**config.mk**
```make
export PLATFORM = sky130hd
export DESIGN_NAME = axi_mmio_master_flat
export DESIGN_NICKNAME = d
export VERILOG_FILES = /design/src/rtl/axi_mmio_master_if.sv /design/src/rtl/axi_mmio_master.sv /design/src/flat_wrapper.sv
export SDC_FILE = /design/constraint.sdc
export NUM_CORES = 1
export LEC_CHECK = 0
export BUFFER_PORTS_ARGS = -buffer_cell sky130_fd_sc_hd__buf_2
export CAP_MARGIN = 5
export CORE_AREA = 2 2 170 172
export DETAILED_ROUTE_END_ITERATION = 12
export DIE_AREA = 0 0 172 174
export GPL_ROUTABILITY_DRIVEN = 0
export GPL_TIMING_DRIVEN = 0
export PLACE_DENSITY = 0.63
export SLEW_MARGIN = 0
export SYNTH_ARGS = -nofsm -noshare
export SYNTH_HDL_FRONTEND = slang
export SYNTH_SLANG_ARGS = --single-unit
```
**constraint.sdc**
```tcl
create_clock -name clock -period 4.52 [get_ports clock]
set_input_delay 0.226 -clock clock [delete_from_list [all_inputs] [get_ports clock]]
set_output_delay 0.226 -clock clock [all_outputs]
set_load 0.05 [all_outputs]
```
**src/rtl/axi_mmio_master_if.sv**
```systemverilog
// axi_mmio_master_if
//   Bundles the request/response command channels and the single-beat
//   AXI4 master channels (io_axi4_0_*) used by axi_mmio_master.
//   modport master : the bridge side (drives cmd_ready, rsp_*, AXI valids/payload)
//   modport slave  : the opposite side (command source, response sink, AXI slave)
interface axi_mmio_master_if;
  // command channel
  logic        cmd_valid;
  logic        cmd_ready;
  logic        cmd_write;
  logic [30:0] cmd_addr;
  logic [63:0] cmd_wdata;
  logic [7:0]  cmd_wstrb;
  logic [2:0]  cmd_size;
  // response channel
  logic        rsp_valid;
  logic        rsp_ready;
  logic        rsp_write;
  logic [63:0] rsp_rdata;
  logic [1:0]  rsp_resp;
  // AXI4 write address
  logic        io_axi4_0_aw_valid;
  logic        io_axi4_0_aw_ready;
  logic [3:0]  io_axi4_0_aw_id;
  logic [30:0] io_axi4_0_aw_addr;
  logic [7:0]  io_axi4_0_aw_len;
  logic [2:0]  io_axi4_0_aw_size;
  logic [1:0]  io_axi4_0_aw_burst;
  // AXI4 write data
  logic        io_axi4_0_w_valid;
  logic        io_axi4_0_w_ready;
  logic [63:0] io_axi4_0_w_data;
  logic [7:0]  io_axi4_0_w_strb;
  logic        io_axi4_0_w_last;
  // AXI4 write response
  logic        io_axi4_0_b_valid;
  logic        io_axi4_0_b_ready;
  logic [3:0]  io_axi4_0_b_id;
  logic [1:0]  io_axi4_0_b_resp;
  // AXI4 read address
  logic        io_axi4_0_ar_valid;
  logic        io_axi4_0_ar_ready;
  logic [3:0]  io_axi4_0_ar_id;
  logic [30:0] io_axi4_0_ar_addr;
  logic [7:0]  io_axi4_0_ar_len;
  logic [2:0]  io_axi4_0_ar_size;
  logic [1:0]  io_axi4_0_ar_burst;
  // AXI4 read data
  logic        io_axi4_0_r_valid;
  logic        io_axi4_0_r_ready;
  logic [3:0]  io_axi4_0_r_id;
  logic [63:0] io_axi4_0_r_data;
  logic [1:0]  io_axi4_0_r_resp;
  logic        io_axi4_0_r_last;

  modport master (
    input  cmd_valid, cmd_write, cmd_addr, cmd_wdata, cmd_wstrb, cmd_size,
    output cmd_ready,
    output rsp_valid, rsp_write, rsp_rdata, rsp_resp,
    input  rsp_ready,
    output io_axi4_0_aw_valid, io_axi4_0_aw_id, io_axi4_0_aw_addr, io_axi4_0_aw_len,
           io_axi4_0_aw_size, io_axi4_0_aw_burst,
    input  io_axi4_0_aw_ready,
    output io_axi4_0_w_valid, io_axi4_0_w_data, io_axi4_0_w_strb, io_axi4_0_w_last,
    input  io_axi4_0_w_ready,
    input  io_axi4_0_b_valid, io_axi4_0_b_id, io_axi4_0_b_resp,
    output io_axi4_0_b_ready,
    output io_axi4_0_ar_valid, io_axi4_0_ar_id, io_axi4_0_ar_addr, io_axi4_0_ar_len,
           io_axi4_0_ar_size, io_axi4_0_ar_burst,
    input  io_axi4_0_ar_ready,
    input  io_axi4_0_r_valid, io_axi4_0_r_id, io_axi4_0_r_data, io_axi4_0_r_resp,
           io_axi4_0_r_last,
    output io_axi4_0_r_ready
  );

  modport slave (
    output cmd_valid, cmd_write, cmd_addr, cmd_wdata, cmd_wstrb, cmd_size,
    input  cmd_ready,
    input  rsp_valid, rsp_write, rsp_rdata, rsp_resp,
    output rsp_ready,
    input  io_axi4_0_aw_valid, io_axi4_0_aw_id, io_axi4_0_aw_addr, io_axi4_0_aw_len,
           io_axi4_0_aw_size, io_axi4_0_aw_burst,
    output io_axi4_0_aw_ready,
    input  io_axi4_0_w_valid, io_axi4_0_w_data, io_axi4_0_w_strb, io_axi4_0_w_last,
    output io_axi4_0_w_ready,
    output io_axi4_0_b_valid, io_axi4_0_b_id, io_axi4_0_b_resp,
    input  io_axi4_0_b_ready,
    input  io_axi4_0_ar_valid, io_axi4_0_ar_id, io_axi4_0_ar_addr, io_axi4_0_ar_len,
           io_axi4_0_ar_size, io_axi4_0_ar_burst,
    output io_axi4_0_ar_ready,
    output io_axi4_0_r_valid, io_axi4_0_r_id, io_axi4_0_r_data, io_axi4_0_r_resp,
           io_axi4_0_r_last,
    input  io_axi4_0_r_ready
  );
endinterface

```
**src/rtl/axi_mmio_master.sv**
```systemverilog
// axi_mmio_master
//   Turns one MMIO command at a time into a single-beat AXI4 read or write
//   and returns the result on a held response channel.
//   Ports:
//     clock  - rising-edge clock
//     reset  - synchronous active-high reset
//     bus    - axi_mmio_master_if.master: cmd_*, rsp_*, io_axi4_0_{aw,w,b,ar,r}_*
//   Parameters:
//     AXI_ID      - id driven on AW/AR and expected back on B/R
//     ALIGN_CHECK - reject misaligned / oversized requests locally (resp 2'b11)
module axi_mmio_master #(
  parameter logic [3:0] AXI_ID      = 4'h0,
  parameter bit         ALIGN_CHECK = 1'b1
) (
  input  logic               clock,
  input  logic               reset,
  axi_mmio_master_if.master  bus
);

  typedef enum logic [2:0] {IDLE, WR, WB, RA, RD, RSP} state_e;

  localparam logic [1:0] RESP_SLVERR = 2'b10;
  localparam logic [1:0] RESP_ALIGN  = 2'b11;

  state_e      state_q, state_d;
  logic        aw_valid_q, aw_valid_d;
  logic        w_valid_q, w_valid_d;
  logic        ar_valid_q, ar_valid_d;
  logic        b_ready_q, b_ready_d;
  logic        r_ready_q, r_ready_d;
  logic        aw_done_q, aw_done_d;
  logic        w_done_q, w_done_d;
  logic        rsp_valid_q, rsp_valid_d;
  logic        rsp_write_q, rsp_write_d;
  logic [1:0]  rsp_resp_q, rsp_resp_d;
  logic [63:0] rsp_rdata_q, rsp_rdata_d;
  logic [30:0] addr_q, addr_d;
  logic [63:0] wdata_q, wdata_d;
  logic [7:0]  wstrb_q, wstrb_d;
  logic [2:0]  size_q, size_d;

  logic misaligned, bad_align;
  logic aw_fire, w_fire, aw_done_now, w_done_now;

  // Natural alignment of the access; sizes above 8 bytes never fit the 64-bit bus.
  always_comb begin
    bad_align = 1'b0;
    case (bus.cmd_size)
      3'd0:    bad_align = 1'b0;
      3'd1:    bad_align = bus.cmd_addr[0];
      3'd2:    bad_align = |bus.cmd_addr[1:0];
      3'd3:    bad_align = |bus.cmd_addr[2:0];
      default: bad_align = 1'b1;
    endcase
    misaligned = ALIGN_CHECK && bad_align;
  end

  assign aw_fire     = aw_valid_q && bus.io_axi4_0_aw_ready;
  assign w_fire      = w_valid_q && bus.io_axi4_0_w_ready;
  assign aw_done_now = aw_done_q || aw_fire;
  assign w_done_now  = w_done_q || w_fire;

  always_ff @(posedge clock) begin
    if (reset) begin
      state_q     <= IDLE;
      aw_valid_q  <= 1'b0;
      w_valid_q   <= 1'b0;
      ar_valid_q  <= 1'b0;
      b_ready_q   <= 1'b0;
      r_ready_q   <= 1'b0;
      aw_done_q   <= 1'b0;
      w_done_q    <= 1'b0;
      rsp_valid_q <= 1'b0;
      rsp_write_q <= 1'b0;
      rsp_resp_q  <= 2'b00;
      rsp_rdata_q <= 64'd0;
      addr_q      <= 31'd0;
      wdata_q     <= 64'd0;
      wstrb_q     <= 8'd0;
      size_q      <= 3'd0;
    end else begin
      state_q     <= state_d;
      aw_valid_q  <= aw_valid_d;
      w_valid_q   <= w_valid_d;
      ar_valid_q  <= ar_valid_d;
      b_ready_q   <= b_ready_d;
      r_ready_q   <= r_ready_d;
      aw_done_q   <= aw_done_d;
      w_done_q    <= w_done_d;
      rsp_valid_q <= rsp_valid_d;
      rsp_write_q <= rsp_write_d;
      rsp_resp_q  <= rsp_resp_d;
      rsp_rdata_q <= rsp_rdata_d;
      addr_q      <= addr_d;
      wdata_q     <= wdata_d;
      wstrb_q     <= wstrb_d;
      size_q      <= size_d;
    end
  end

  always_comb begin
    state_d     = state_q;
    aw_valid_d  = aw_valid_q;
    w_valid_d   = w_valid_q;
    ar_valid_d  = ar_valid_q;
    b_ready_d   = b_ready_q;
    r_ready_d   = r_ready_q;
    aw_done_d   = aw_done_q;
    w_done_d    = w_done_q;
    rsp_valid_d = rsp_valid_q;
    rsp_write_d = rsp_write_q;
    rsp_resp_d  = rsp_resp_q;
    rsp_rdata_d = rsp_rdata_q;
    addr_d      = addr_q;
    wdata_d     = wdata_q;
    wstrb_d     = wstrb_q;
    size_d      = size_q;

    case (state_q)
      IDLE: begin
        if (bus.cmd_valid) begin
          addr_d      = bus.cmd_addr;
          wdata_d     = bus.cmd_wdata;
          wstrb_d     = bus.cmd_wstrb;
          size_d      = bus.cmd_size;
          rsp_write_d = bus.cmd_write;
          rsp_rdata_d = 64'd0;  // stale read data must not leak into the next response
          if (misaligned) begin
            state_d     = RSP;
            rsp_valid_d = 1'b1;
            rsp_resp_d  = RESP_ALIGN;
          end else if (bus.cmd_write) begin
            state_d    = WR;
            aw_valid_d = 1'b1;
            w_valid_d  = 1'b1;
            aw_done_d  = 1'b0;
            w_done_d   = 1'b0;
          end else begin
            state_d    = RA;
            ar_valid_d = 1'b1;
          end
        end
      end
      WR: begin
        // AW and W complete independently; either order or the same cycle.
        if (aw_fire) aw_valid_d = 1'b0;
        if (w_fire)  w_valid_d  = 1'b0;
        aw_done_d = aw_done_now;
        w_done_d  = w_done_now;
        if (aw_done_now && w_done_now) begin
          state_d   = WB;
          b_ready_d = 1'b1;
          aw_done_d = 1'b0;
          w_done_d  = 1'b0;
        end
      end
      WB: begin
        if (b_ready_q && bus.io_axi4_0_b_valid) begin
          state_d     = RSP;
          b_ready_d   = 1'b0;
          rsp_valid_d = 1'b1;
          rsp_resp_d  = (bus.io_axi4_0_b_id != AXI_ID) ? RESP_SLVERR : bus.io_axi4_0_b_resp;
        end
      end
      RA: begin
        if (bus.io_axi4_0_ar_ready) begin
          state_d    = RD;
          ar_valid_d = 1'b0;
          r_ready_d  = 1'b1;
        end
      end
      RD: begin
        if (r_ready_q && bus.io_axi4_0_r_valid) begin
          state_d     = RSP;
          r_ready_d   = 1'b0;
          rsp_valid_d = 1'b1;
          rsp_rdata_d = bus.io_axi4_0_r_data;
          rsp_resp_d  = ((bus.io_axi4_0_r_id != AXI_ID) || !bus.io_axi4_0_r_last)
                        ? RESP_SLVERR : bus.io_axi4_0_r_resp;
        end
      end
      RSP: begin
        if (bus.rsp_ready) begin
          state_d     = IDLE;
          rsp_valid_d = 1'b0;
        end
      end
      default: state_d = IDLE;
    endcase
  end

  assign bus.cmd_ready = (state_q == IDLE);

  assign bus.rsp_valid = rsp_valid_q;
  assign bus.rsp_write = rsp_write_q;
  assign bus.rsp_rdata = rsp_rdata_q;
  assign bus.rsp_resp  = rsp_resp_q;

  assign bus.io_axi4_0_aw_valid = aw_valid_q;
  assign bus.io_axi4_0_aw_id    = AXI_ID;
  assign bus.io_axi4_0_aw_addr  = addr_q;
  assign bus.io_axi4_0_aw_len   = 8'd0;
  assign bus.io_axi4_0_aw_size  = size_q;
  assign bus.io_axi4_0_aw_burst = 2'b01;

  assign bus.io_axi4_0_w_valid  = w_valid_q;
  assign bus.io_axi4_0_w_data   = wdata_q;
  assign bus.io_axi4_0_w_strb   = wstrb_q;
  assign bus.io_axi4_0_w_last   = 1'b1;

  assign bus.io_axi4_0_b_ready  = b_ready_q;

  assign bus.io_axi4_0_ar_valid = ar_valid_q;
  assign bus.io_axi4_0_ar_id    = AXI_ID;
  assign bus.io_axi4_0_ar_addr  = addr_q;
  assign bus.io_axi4_0_ar_len   = 8'd0;
  assign bus.io_axi4_0_ar_size  = size_q;
  assign bus.io_axi4_0_ar_burst = 2'b01;

  assign bus.io_axi4_0_r_ready  = r_ready_q;

endmodule

```
**src/flat_wrapper.sv**
```systemverilog
// flat-port wrapper written by rule: the top's interface ports become plain ports
module axi_mmio_master_flat 
#(
  parameter logic [3:0] AXI_ID      = 4'h0,
  parameter bit         ALIGN_CHECK = 1'b1
)
  (clock, reset, bus_cmd_valid, bus_cmd_write, bus_cmd_addr, bus_cmd_wdata, bus_cmd_wstrb, bus_cmd_size, bus_cmd_ready, bus_rsp_valid, bus_rsp_write, bus_rsp_rdata, bus_rsp_resp, bus_rsp_ready, bus_io_axi4_0_aw_valid, bus_io_axi4_0_aw_id, bus_io_axi4_0_aw_addr, bus_io_axi4_0_aw_len, bus_io_axi4_0_aw_size, bus_io_axi4_0_aw_burst, bus_io_axi4_0_aw_ready, bus_io_axi4_0_w_valid, bus_io_axi4_0_w_data, bus_io_axi4_0_w_strb, bus_io_axi4_0_w_last, bus_io_axi4_0_w_ready, bus_io_axi4_0_b_valid, bus_io_axi4_0_b_id, bus_io_axi4_0_b_resp, bus_io_axi4_0_b_ready, bus_io_axi4_0_ar_valid, bus_io_axi4_0_ar_id, bus_io_axi4_0_ar_addr, bus_io_axi4_0_ar_len, bus_io_axi4_0_ar_size, bus_io_axi4_0_ar_burst, bus_io_axi4_0_ar_ready, bus_io_axi4_0_r_valid, bus_io_axi4_0_r_id, bus_io_axi4_0_r_data, bus_io_axi4_0_r_resp, bus_io_axi4_0_r_last, bus_io_axi4_0_r_ready);
  axi_mmio_master_if bus_i ();
  input  logic clock;
  input  logic reset;
  input wire logic [$bits(bus_i.cmd_valid)-1:0] bus_cmd_valid;
  input wire logic [$bits(bus_i.cmd_write)-1:0] bus_cmd_write;
  input wire logic [$bits(bus_i.cmd_addr)-1:0] bus_cmd_addr;
  input wire logic [$bits(bus_i.cmd_wdata)-1:0] bus_cmd_wdata;
  input wire logic [$bits(bus_i.cmd_wstrb)-1:0] bus_cmd_wstrb;
  input wire logic [$bits(bus_i.cmd_size)-1:0] bus_cmd_size;
  output wire logic [$bits(bus_i.cmd_ready)-1:0] bus_cmd_ready;
  output wire logic [$bits(bus_i.rsp_valid)-1:0] bus_rsp_valid;
  output wire logic [$bits(bus_i.rsp_write)-1:0] bus_rsp_write;
  output wire logic [$bits(bus_i.rsp_rdata)-1:0] bus_rsp_rdata;
  output wire logic [$bits(bus_i.rsp_resp)-1:0] bus_rsp_resp;
  input wire logic [$bits(bus_i.rsp_ready)-1:0] bus_rsp_ready;
  output wire logic [$bits(bus_i.io_axi4_0_aw_valid)-1:0] bus_io_axi4_0_aw_valid;
  output wire logic [$bits(bus_i.io_axi4_0_aw_id)-1:0] bus_io_axi4_0_aw_id;
  output wire logic [$bits(bus_i.io_axi4_0_aw_addr)-1:0] bus_io_axi4_0_aw_addr;
  output wire logic [$bits(bus_i.io_axi4_0_aw_len)-1:0] bus_io_axi4_0_aw_len;
  output wire logic [$bits(bus_i.io_axi4_0_aw_size)-1:0] bus_io_axi4_0_aw_size;
  output wire logic [$bits(bus_i.io_axi4_0_aw_burst)-1:0] bus_io_axi4_0_aw_burst;
  input wire logic [$bits(bus_i.io_axi4_0_aw_ready)-1:0] bus_io_axi4_0_aw_ready;
  output wire logic [$bits(bus_i.io_axi4_0_w_valid)-1:0] bus_io_axi4_0_w_valid;
  output wire logic [$bits(bus_i.io_axi4_0_w_data)-1:0] bus_io_axi4_0_w_data;
  output wire logic [$bits(bus_i.io_axi4_0_w_strb)-1:0] bus_io_axi4_0_w_strb;
  output wire logic [$bits(bus_i.io_axi4_0_w_last)-1:0] bus_io_axi4_0_w_last;
  input wire logic [$bits(bus_i.io_axi4_0_w_ready)-1:0] bus_io_axi4_0_w_ready;
  input wire logic [$bits(bus_i.io_axi4_0_b_valid)-1:0] bus_io_axi4_0_b_valid;
  input wire logic [$bits(bus_i.io_axi4_0_b_id)-1:0] bus_io_axi4_0_b_id;
  input wire logic [$bits(bus_i.io_axi4_0_b_resp)-1:0] bus_io_axi4_0_b_resp;
  output wire logic [$bits(bus_i.io_axi4_0_b_ready)-1:0] bus_io_axi4_0_b_ready;
  output wire logic [$bits(bus_i.io_axi4_0_ar_valid)-1:0] bus_io_axi4_0_ar_valid;
  output wire logic [$bits(bus_i.io_axi4_0_ar_id)-1:0] bus_io_axi4_0_ar_id;
  output wire logic [$bits(bus_i.io_axi4_0_ar_addr)-1:0] bus_io_axi4_0_ar_addr;
  output wire logic [$bits(bus_i.io_axi4_0_ar_len)-1:0] bus_io_axi4_0_ar_len;
  output wire logic [$bits(bus_i.io_axi4_0_ar_size)-1:0] bus_io_axi4_0_ar_size;
  output wire logic [$bits(bus_i.io_axi4_0_ar_burst)-1:0] bus_io_axi4_0_ar_burst;
  input wire logic [$bits(bus_i.io_axi4_0_ar_ready)-1:0] bus_io_axi4_0_ar_ready;
  input wire logic [$bits(bus_i.io_axi4_0_r_valid)-1:0] bus_io_axi4_0_r_valid;
  input wire logic [$bits(bus_i.io_axi4_0_r_id)-1:0] bus_io_axi4_0_r_id;
  input wire logic [$bits(bus_i.io_axi4_0_r_data)-1:0] bus_io_axi4_0_r_data;
  input wire logic [$bits(bus_i.io_axi4_0_r_resp)-1:0] bus_io_axi4_0_r_resp;
  input wire logic [$bits(bus_i.io_axi4_0_r_last)-1:0] bus_io_axi4_0_r_last;
  output wire logic [$bits(bus_i.io_axi4_0_r_ready)-1:0] bus_io_axi4_0_r_ready;
  assign bus_i.cmd_valid = bus_cmd_valid;
  assign bus_i.cmd_write = bus_cmd_write;
  assign bus_i.cmd_addr = bus_cmd_addr;
  assign bus_i.cmd_wdata = bus_cmd_wdata;
  assign bus_i.cmd_wstrb = bus_cmd_wstrb;
  assign bus_i.cmd_size = bus_cmd_size;
  assign bus_cmd_ready = bus_i.cmd_ready;
  assign bus_rsp_valid = bus_i.rsp_valid;
  assign bus_rsp_write = bus_i.rsp_write;
  assign bus_rsp_rdata = bus_i.rsp_rdata;
  assign bus_rsp_resp = bus_i.rsp_resp;
  assign bus_i.rsp_ready = bus_rsp_ready;
  assign bus_io_axi4_0_aw_valid = bus_i.io_axi4_0_aw_valid;
  assign bus_io_axi4_0_aw_id = bus_i.io_axi4_0_aw_id;
  assign bus_io_axi4_0_aw_addr = bus_i.io_axi4_0_aw_addr;
  assign bus_io_axi4_0_aw_len = bus_i.io_axi4_0_aw_len;
  assign bus_io_axi4_0_aw_size = bus_i.io_axi4_0_aw_size;
  assign bus_io_axi4_0_aw_burst = bus_i.io_axi4_0_aw_burst;
  assign bus_i.io_axi4_0_aw_ready = bus_io_axi4_0_aw_ready;
  assign bus_io_axi4_0_w_valid = bus_i.io_axi4_0_w_valid;
  assign bus_io_axi4_0_w_data = bus_i.io_axi4_0_w_data;
  assign bus_io_axi4_0_w_strb = bus_i.io_axi4_0_w_strb;
  assign bus_io_axi4_0_w_last = bus_i.io_axi4_0_w_last;
  assign bus_i.io_axi4_0_w_ready = bus_io_axi4_0_w_ready;
  assign bus_i.io_axi4_0_b_valid = bus_io_axi4_0_b_valid;
  assign bus_i.io_axi4_0_b_id = bus_io_axi4_0_b_id;
  assign bus_i.io_axi4_0_b_resp = bus_io_axi4_0_b_resp;
  assign bus_io_axi4_0_b_ready = bus_i.io_axi4_0_b_ready;
  assign bus_io_axi4_0_ar_valid = bus_i.io_axi4_0_ar_valid;
  assign bus_io_axi4_0_ar_id = bus_i.io_axi4_0_ar_id;
  assign bus_io_axi4_0_ar_addr = bus_i.io_axi4_0_ar_addr;
  assign bus_io_axi4_0_ar_len = bus_i.io_axi4_0_ar_len;
  assign bus_io_axi4_0_ar_size = bus_i.io_axi4_0_ar_size;
  assign bus_io_axi4_0_ar_burst = bus_i.io_axi4_0_ar_burst;
  assign bus_i.io_axi4_0_ar_ready = bus_io_axi4_0_ar_ready;
  assign bus_i.io_axi4_0_r_valid = bus_io_axi4_0_r_valid;
  assign bus_i.io_axi4_0_r_id = bus_io_axi4_0_r_id;
  assign bus_i.io_axi4_0_r_data = bus_io_axi4_0_r_data;
  assign bus_i.io_axi4_0_r_resp = bus_io_axi4_0_r_resp;
  assign bus_i.io_axi4_0_r_last = bus_io_axi4_0_r_last;
  assign bus_io_axi4_0_r_ready = bus_i.io_axi4_0_r_ready;
  axi_mmio_master #(.AXI_ID(AXI_ID), .ALIGN_CHECK(ALIGN_CHECK)) u_core (.clock(clock), .reset(reset), .bus(bus_i));
endmodule
```
==> flow_metrics.tcl, run 1 <==
set metrics [dict create \
    status "complete, no violations" \
    layout-drive-gt1-share_pct 39.2 \
    drt-total-wl_mm 26.1 \
    dp_worst_setup_slack_ns 2.29 \
    post_synthesis_to_final_layout_area_growth_pct 44.3 \
    placement_rows 62 \
    timing.critical_path.cells "buf_2 > nor3_2 > nand2_1 > buf_2 > buf_2 > nand2_1 > a21oi_1" \
    seq_power_share_pct 30.7 \
    cts-resized-gates 0 \
    yosys_warnings 0 \
    grt_antenna_before_repair 3 \
    dr_total_vias 7557 \
    timing.critical_path.slowest_stage_cell "nand2_1" \
    timing.final.hold_violations 0 \
    cts_max_path_buffers 2 \
    crit_path_largest_cell_delay_ns 0.44 \
    worst_setup_hold_path_clk_slew_ns 0.08 \
    post-layout-total-power_w 0.00681 \
    initial_core_util_pct 25.6 \
    transition_time_at_the_pin_with_the_least_slew_margin_ns 0.785 \
    most-common-layout-cells "426 x buf_2, 289 x nand2_1, 184 x dfxtp_1, 179 x a21oi_1, 73 x buf_4" \
    max-slew-margin-rel_pct 47.7 \
    clk_pwr_share_pct 22.0 \
    critPathArrivalTime_ns 2.41 \
    clock_sinks 184 \
    worstPathMaxFanout 10 \
    final_nets 1551 \
    slew_violations 0 \
    dp_hpwl_mm 20.2 \
    total_switching_power_w 0.00331 \
    asyncSetResetFlopFracSynth_pct 0 \
    dieHeight_um 174 \
    worstHoldStart "bus_cmd_wdata[25]" \
    avgRoutedWirePerCell_um 14.8 \
    fmax_mhz 483 \
    layout_commonest_cell "buf_2" \
    setup_tns_ns 0 \
    post_synth_num_cell_types 46 \
    setup.worst_path.start "u_core.state_q[1]$_SDFFE_PP0P_" \
    min-delay-path-class "in2reg" \
    ys.flop_type "dfxtp_1" \
    power.share.switching_pct 48.6 \
    syn_inst 905 \
    cts_tree "done" \
    via_density_per_instance 4.30 \
    residual_overflow_from_global_routing 0 \
    fin_crit_ns 2.07 \
    clock_insertion_delay_worst_skew_ns 0.43 \
    leakagePower_nw 5.00 \
    post-route-period-util_pct 45.8 \
    design.die.area_um2 29900 \
    stdcell_count 1758 \
    postRouteAntennaNets 0 \
    clock_tree.root_cell "clkbuf_16" \
    synth-seq-area-share_pct 51.0 \
    number_of_global_route_vias_before_repair 6914 \
    core_region_area_um2 28200 \
    path_common_cell "buf_2" \
    regToRegStartpoint "u_core.state_q[1]$_SDFFE_PP0P_" \
    grt_setup_unrepaired "no" \
    dr.first_iter.drc_count 303 \
    place_inst 1722 \
    ys_seq_elements 184 \
    number_of_enable_type_register_cells_in_the_synthesized_netlist 0 \
    reg2reg_depth 7 \
    io_pins 436 \
    critical_path_required_ns 4.86 \
    timing.max_cap.violations 0 \
    number_of_cts_inserted_buffers 17 \
    worst_ir_drop_vdd_v 0.000252 \
    grt_max_degree 18 \
    mapped_cell_area_um2 7230 \
    place.port_buffers 406 \
    postPlaceCellArea_um2 9840 \
    p_int_w 0.00350 \
    detail_route.first_pass.iterations 4 \
    all_layer_global_routing_usage_pct 16.5 \
    die_x_um 172 \
    setup.worst_path.class "reg2reg" \
    finalInstanceArea_um2 10400 \
    detail_route.drc_violations 0 \
    finalSetupViolations 0 \
    synthesis.area_per_instance_um2 7.99 \
    min_delay_path_depth 3 \
    ctsHtreeMaxLevel 4 \
    filler_cell_count 3078 \
    power.combinational.fraction_pct 47.3 \
    fin_worst_skew_ns 0.0146 \
    grt_pass1_wl_mm 38.1 \
    worst_setup_path_start_kind "flip-flop" \
    critPathCaptureType "flip-flop" \
    power_density_nw_per_um2 653 \
    final_critical_path_setup_slack_ns 2.45 \
]
worst max-delay path, delay by kind of cell, from the launching register on:
kind	cells	cell delay [ns]
AOI/OAI and AO/OA	1	0.13
buffers and inverters	3	0.85
DFF	1	0.39
and+or+nand+nor	3	0.61
logic make-up (layout without fill, tap and decap cells):
family	count (synthesis)	count (layout)	synth area share (%)
compound gates	199	199	14.8
other cells	2	32	0.104
mux	3	3	0.433
buf+inv	132	571	11.1
simple gates	385	385	22.6
flops	184	184	51.0
final cells by class:
class	count	area (um2)	share of cell area (%)
diodes	3	7.51	0.0720
flip-flops and latches	184	3680	35.3
repair buffers	407	2040	19.6
plain buffers	129	791	7.58
clock buffers	20	437	4.19
inverters	3	11.3	0.108
well taps	384	480	4.61
multi-input cells	616	2850	27.3
clock inverters	12	134	1.28
path summary, 6_finish.rpt:
check,to,slack [ns]
hold reg to reg,u_core.bus.rsp_rdata[24]$_SDFFE_PP0P_,0.45
setup reg to reg,u_core.bus.io_axi4_0_ar_addr[1]$_SDFFE_PP0P_,2.45
hold / removal,u_core.bus.io_axi4_0_w_data[25]$_SDFFE_PP0P_,0.03
setup / recovery,u_core.bus.io_axi4_0_ar_addr[1]$_SDFFE_PP0P_,2.45
synthesized netlist by cell type (all sizes together) (2+ instances only):
master	number	area share, %
a31o	3	0.36
buf	96	9.2
mux2i	2	0.28
dfxtp	184	51
nor3	2	0.21
nand3	69	4.8
and4b	2	0.28
nand2	289	15
inv	3	0.16
a21oi	179	12
conb	2	0.10
nor3b	2	0.28
clkbuf	33	1.7
a311oi	3	0.36
nor4bb	2	0.28
nor4b	2	0.24
and2	3	0.26
o21ai	3	0.26
nor4	2	0.17
a211oi	2	0.35
nor2	6	0.42
sequential cells by signal (all words and copies together), names as in the netlist:
name / cells
u_core.bus.io_axi4_0_w_data: 64
u_core.bus.rsp_rdata: 64
u_core.bus.io_axi4_0_ar_addr: 31
u_core.bus.io_axi4_0_w_strb: 8
u_core.bus.io_axi4_0_ar_size: 3
u_core.state_q: 3
u_core.bus.rsp_resp: 2
u_core.aw_done_q: 1
u_core.bus.io_axi4_0_ar_valid: 1
u_core.bus.io_axi4_0_aw_valid: 1
u_core.bus.io_axi4_0_b_ready: 1
u_core.bus.io_axi4_0_r_ready: 1
u_core.bus.io_axi4_0_w_valid: 1
u_core.bus.rsp_valid: 1
u_core.bus.rsp_write: 1
u_core.w_done_q: 1
routing by layer:
layer	GRT usage (%)	wire, um	share of wire [%]	vias to the layer above
li1	-	-	-	3818
met1	20.1	11300	43	3454
met2	28.7	12700	49	259
met3	3.78	1570	6.0	26
met4	5.15	448	1.7	0
met5	0	0	0	-
what timing repair did:
action / in CTS / in global routing
hold endpoints to repair: 1 / 0
hold buffers: 1 / 0
setup buffers: 0 / 0
power groups by stage:
| stage | Combinational (W) | Clock (W) | Sequential [W] |
|---|---|---|---|
| CTS | 0.00325 | 0.00156 | 0.00209 |
| global placement | 0.00323 | 0 | 0.00211 |
| finish | 0.00322 | 0.00150 | 0.00209 |
| detailed placement | 0.00325 | 0 | 0.00212 |
| global route | 0.00345 | 0.00163 | 0.00212 |
| floorplan | 0.00142 | 0 | 0.00309 |
metrics by stage:
step	utilization, %	hold WS, ns
detailed placement	34.9	0.442
CTS	36.9	0.00458
global route	36.9	0.00541
finish	36.9	0.0305
global placement	34.9	0.435
floorplan	-	0.341
Note: power is estimated with default switching activity, not from simulation.
==> inputs of run 2 (changes only) <==
Settings changed: CORE_AREA 2 2 170 172 to 2 2 171 173, DIE_AREA 0 0 172 174 to 0 0 173 175, PLACE_DENSITY 0.63 to 0.65.
Clock period 4.52 ns to 1.9 ns, I/O delays scaled along.
==> run 2 against run 1 <==
Routed wire length is 11% higher. Core utilization increased by 6.2 points. Critical path depth is the same. Register-to-register slack worse by 2.4 ns. Final cell count grew 9.7%. Design area grew 18%. Global-route usage grew 1.6 points. Sequential share of layout area fell by 5.2 points. Non-clock buffer count rose by 173. Flip-flop and latch count is the same. Critical path type unchanged.
==> flow_metrics.tcl, run 2 (synthesis gave the netlist of run 1 again) <==
set metrics [dict create \
    post_cts.repair.setup_buffers 0 \
    crit_path_largest_cell_delay_ns 0.35 \
    number_of_global_route_vias_before_repair 8328 \
    timing.critical_path.cells "clkbuf_4 > nor2_4 > and2_2 > clkbuf_4 > buf_2 > nand3_1 > a21oi_1" \
    worst-path-stages 7 \
    grt_max_degree 18 \
    critical_path.endpoint "u_core.bus.rsp_rdata[33]$_SDFFE_PP0P_" \
    timing.critical_path.slowest_stage_cell "dfxtp_2" \
    fmax_mhz 552 \
    critPathCaptureType "flip-flop" \
    all_layer_global_routing_usage_pct 18.1 \
    io_pins 436 \
    postRouteAntennaNets 0 \
    grt_pass1_wl_mm 43.8 \
    post-route-period-util_pct 95.4 \
    clock_sinks 184 \
    timing.final.hold_violations 0 \
    dieHeight_um 175 \
    avgRoutedWirePerCell_um 15.0 \
    worstPathMaxFanout 10 \
    timing.max_cap.violations 0 \
    critPathArrivalTime_ns 2.15 \
    worst_ir_drop_vdd_v 0.000518 \
    transition_time_at_the_pin_with_the_least_slew_margin_ns 0.741 \
    worst_setup_path_start_kind "flip-flop" \
    detail_route.first_pass.iterations 5 \
    slew_violations 0 \
    final_nets 1724 \
    dr.first_iter.drc_count 371 \
    worstHoldStart "bus_rsp_ready" \
    critical_path_required_ns 2.24 \
    cts_tree "done" \
    path_common_cell "clkbuf_4" \
    crit_path_buf_inv_count 3 \
    design.die.area_um2 30300 \
    most-common-layout-cells "422 x buf_2, 287 x nand2_1, 180 x dfxtp_1, 179 x a21oi_1, 174 x dlygate4sd3_1" \
    detail_route.drc_violations 0 \
    regToRegEndpoint "u_core.bus.rsp_rdata[33]$_SDFFE_PP0P_" \
    initial_core_util_pct 25.5 \
    clock_tree.root_cell "clkbuf_16" \
    max-slew-margin-rel_pct 50.6 \
    regToRegStartpoint "u_core.state_q[1]$_SDFFE_PP0P_" \
    status "complete, no violations" \
    reg2reg_depth 7 \
    drt-total-wl_mm 29.0 \
    die_x_um 173 \
    layout_commonest_cell "buf_2" \
    dr_total_vias 8500 \
    residual_overflow_from_global_routing 0 \
    setup.reg_to_reg.worst_slack_ns 0.09 \
    critical-path-top-delay-family "buffers and inverters" \
    fin_worst_skew_ns 0.0171 \
    filler_cell_count 2796 \
    placement_rows 62 \
    cts_max_path_buffers 2 \
    number_of_cts_inserted_buffers 17 \
    core_region_area_um2 28400 \
    dp_hpwl_mm 20.5 \
    worst_setup_hold_path_clk_slew_ns 0.07 \
    finalHoldWorstSlack_ns 0.0403 \
    post_synthesis_to_final_layout_area_growth_pct 69.6 \
    grt_antenna_before_repair 2 \
    fin_crit_ns 1.81 \
    via_density_per_instance 4.41 \
    setup.worst_path.start "u_core.state_q[1]$_SDFFE_PP0P_" \
    finalSetupViolations 0 \
    leakagePower_nw 5.78 \
    power_density_nw_per_um2 1370 \
    setup.worst_path.class "reg2reg" \
    place.port_buffers 406 \
    layout-drive-gt1-share_pct 36.1 \
    setup_tns_ns 0 \
    min-delay-path-class "in2reg" \
    grt_setup_unrepaired "yes" \
    ctsHtreeMaxLevel 4 \
    clock_insertion_delay_worst_skew_ns 0.43 \
]
## run 2: changes by cell type in the layout (fill, tap and decap cells not counted), sizes merged
cell | before | now
buf | 502 | 497
diode | 3 | 1
dlygate4sd3 | 1 | 174
clkbuf | 53 | 58
inv | 11 | 9
clkinv | 1 | 3
## run 2: layout make-up
type	count	area, um2	area share, %
Multi-Input combinational cell	616	2890	23.6
Clock inverter	12	134	1.09
Antenna cell	1	2.50	0.0204
Timing Repair Buffer	580	3770	30.8
Buffer	129	825	6.72
Clock buffer	20	457	3.72
Inverter	3	11.3	0.0918
Sequential cell	184	3690	30.1
Tap cell	384	480	3.92
## run 2: per-layer routing
metal	wire length (um)	track usage, %	vias to the layer above
li1	-	-	4161
met2	14800	32.6	353
met1	11700	20.8	3936
met3	1770	4.16	48
met4	748	6.99	2
met5	13	0	-
## run 2: worst min path at each step
stage | to | slack [ns] | cells past startpoint
CTS | u_core.bus.rsp_valid$_SDFFE_PP0P_ | 0.01 | 3
detailed placement | u_core.bus.io_axi4_0_r_ready$_SDFFE_PP0P_ | 0.32 | 2
global route | u_core.bus.rsp_valid$_SDFFE_PP0P_ | 0.04 | 3
finish | u_core.bus.rsp_valid$_SDFFE_PP0P_ | 0.04 | 3
floorplan | u_core.bus.io_axi4_0_r_ready$_SDFFE_PP0P_ | 0.21 | 1
global placement | u_core.bus.io_axi4_0_r_ready$_SDFFE_PP0P_ | 0.31 | 2
## run 2: timing repair
| item | CTS | global route |
|---|---|---|
| hold endpoints to repair | 174 | 0 |
| setup endpoints to repair | 167 | 115 |
| hold buffers | 174 | 0 |
| pin swaps | 0 | 1 |
| resized for setup | 10 | 26 |
## run 2: worst register-to-register path: cells and delay by family, from the launching register on
kind	cells	cell delay (ns)
buf+inv	3	0.67
simple gates	3	0.53
flops	1	0.35
compound gates	1	0.18
## run 2: through the flow
stage / total power, W / setup WS [ns] / area (um2) / utilization, % / instances
floorplan: 0.0108 / 0.0255 / 7340 / - / 932
global placement: 0.0127 / -0.392 / 9850 / 34.7 / 1722
detailed placement: 0.0128 / -0.397 / 9850 / 34.7 / 1722
CTS: 0.0168 / 0.00253 / 12200 / 43.0 / 1928
global route: 0.0176 / 0.00668 / 12300 / 43.2 / 1929
finish: 0.0168 / 0.0876 / 12300 / 43.2 / 1929
## run 2: power by group
part           internal, W  switching, W  leakage (nW)
clock              0.00194       0.00170         0.285
sequential         0.00456      0.000445          1.50
combinational      0.00224       0.00589          3.99
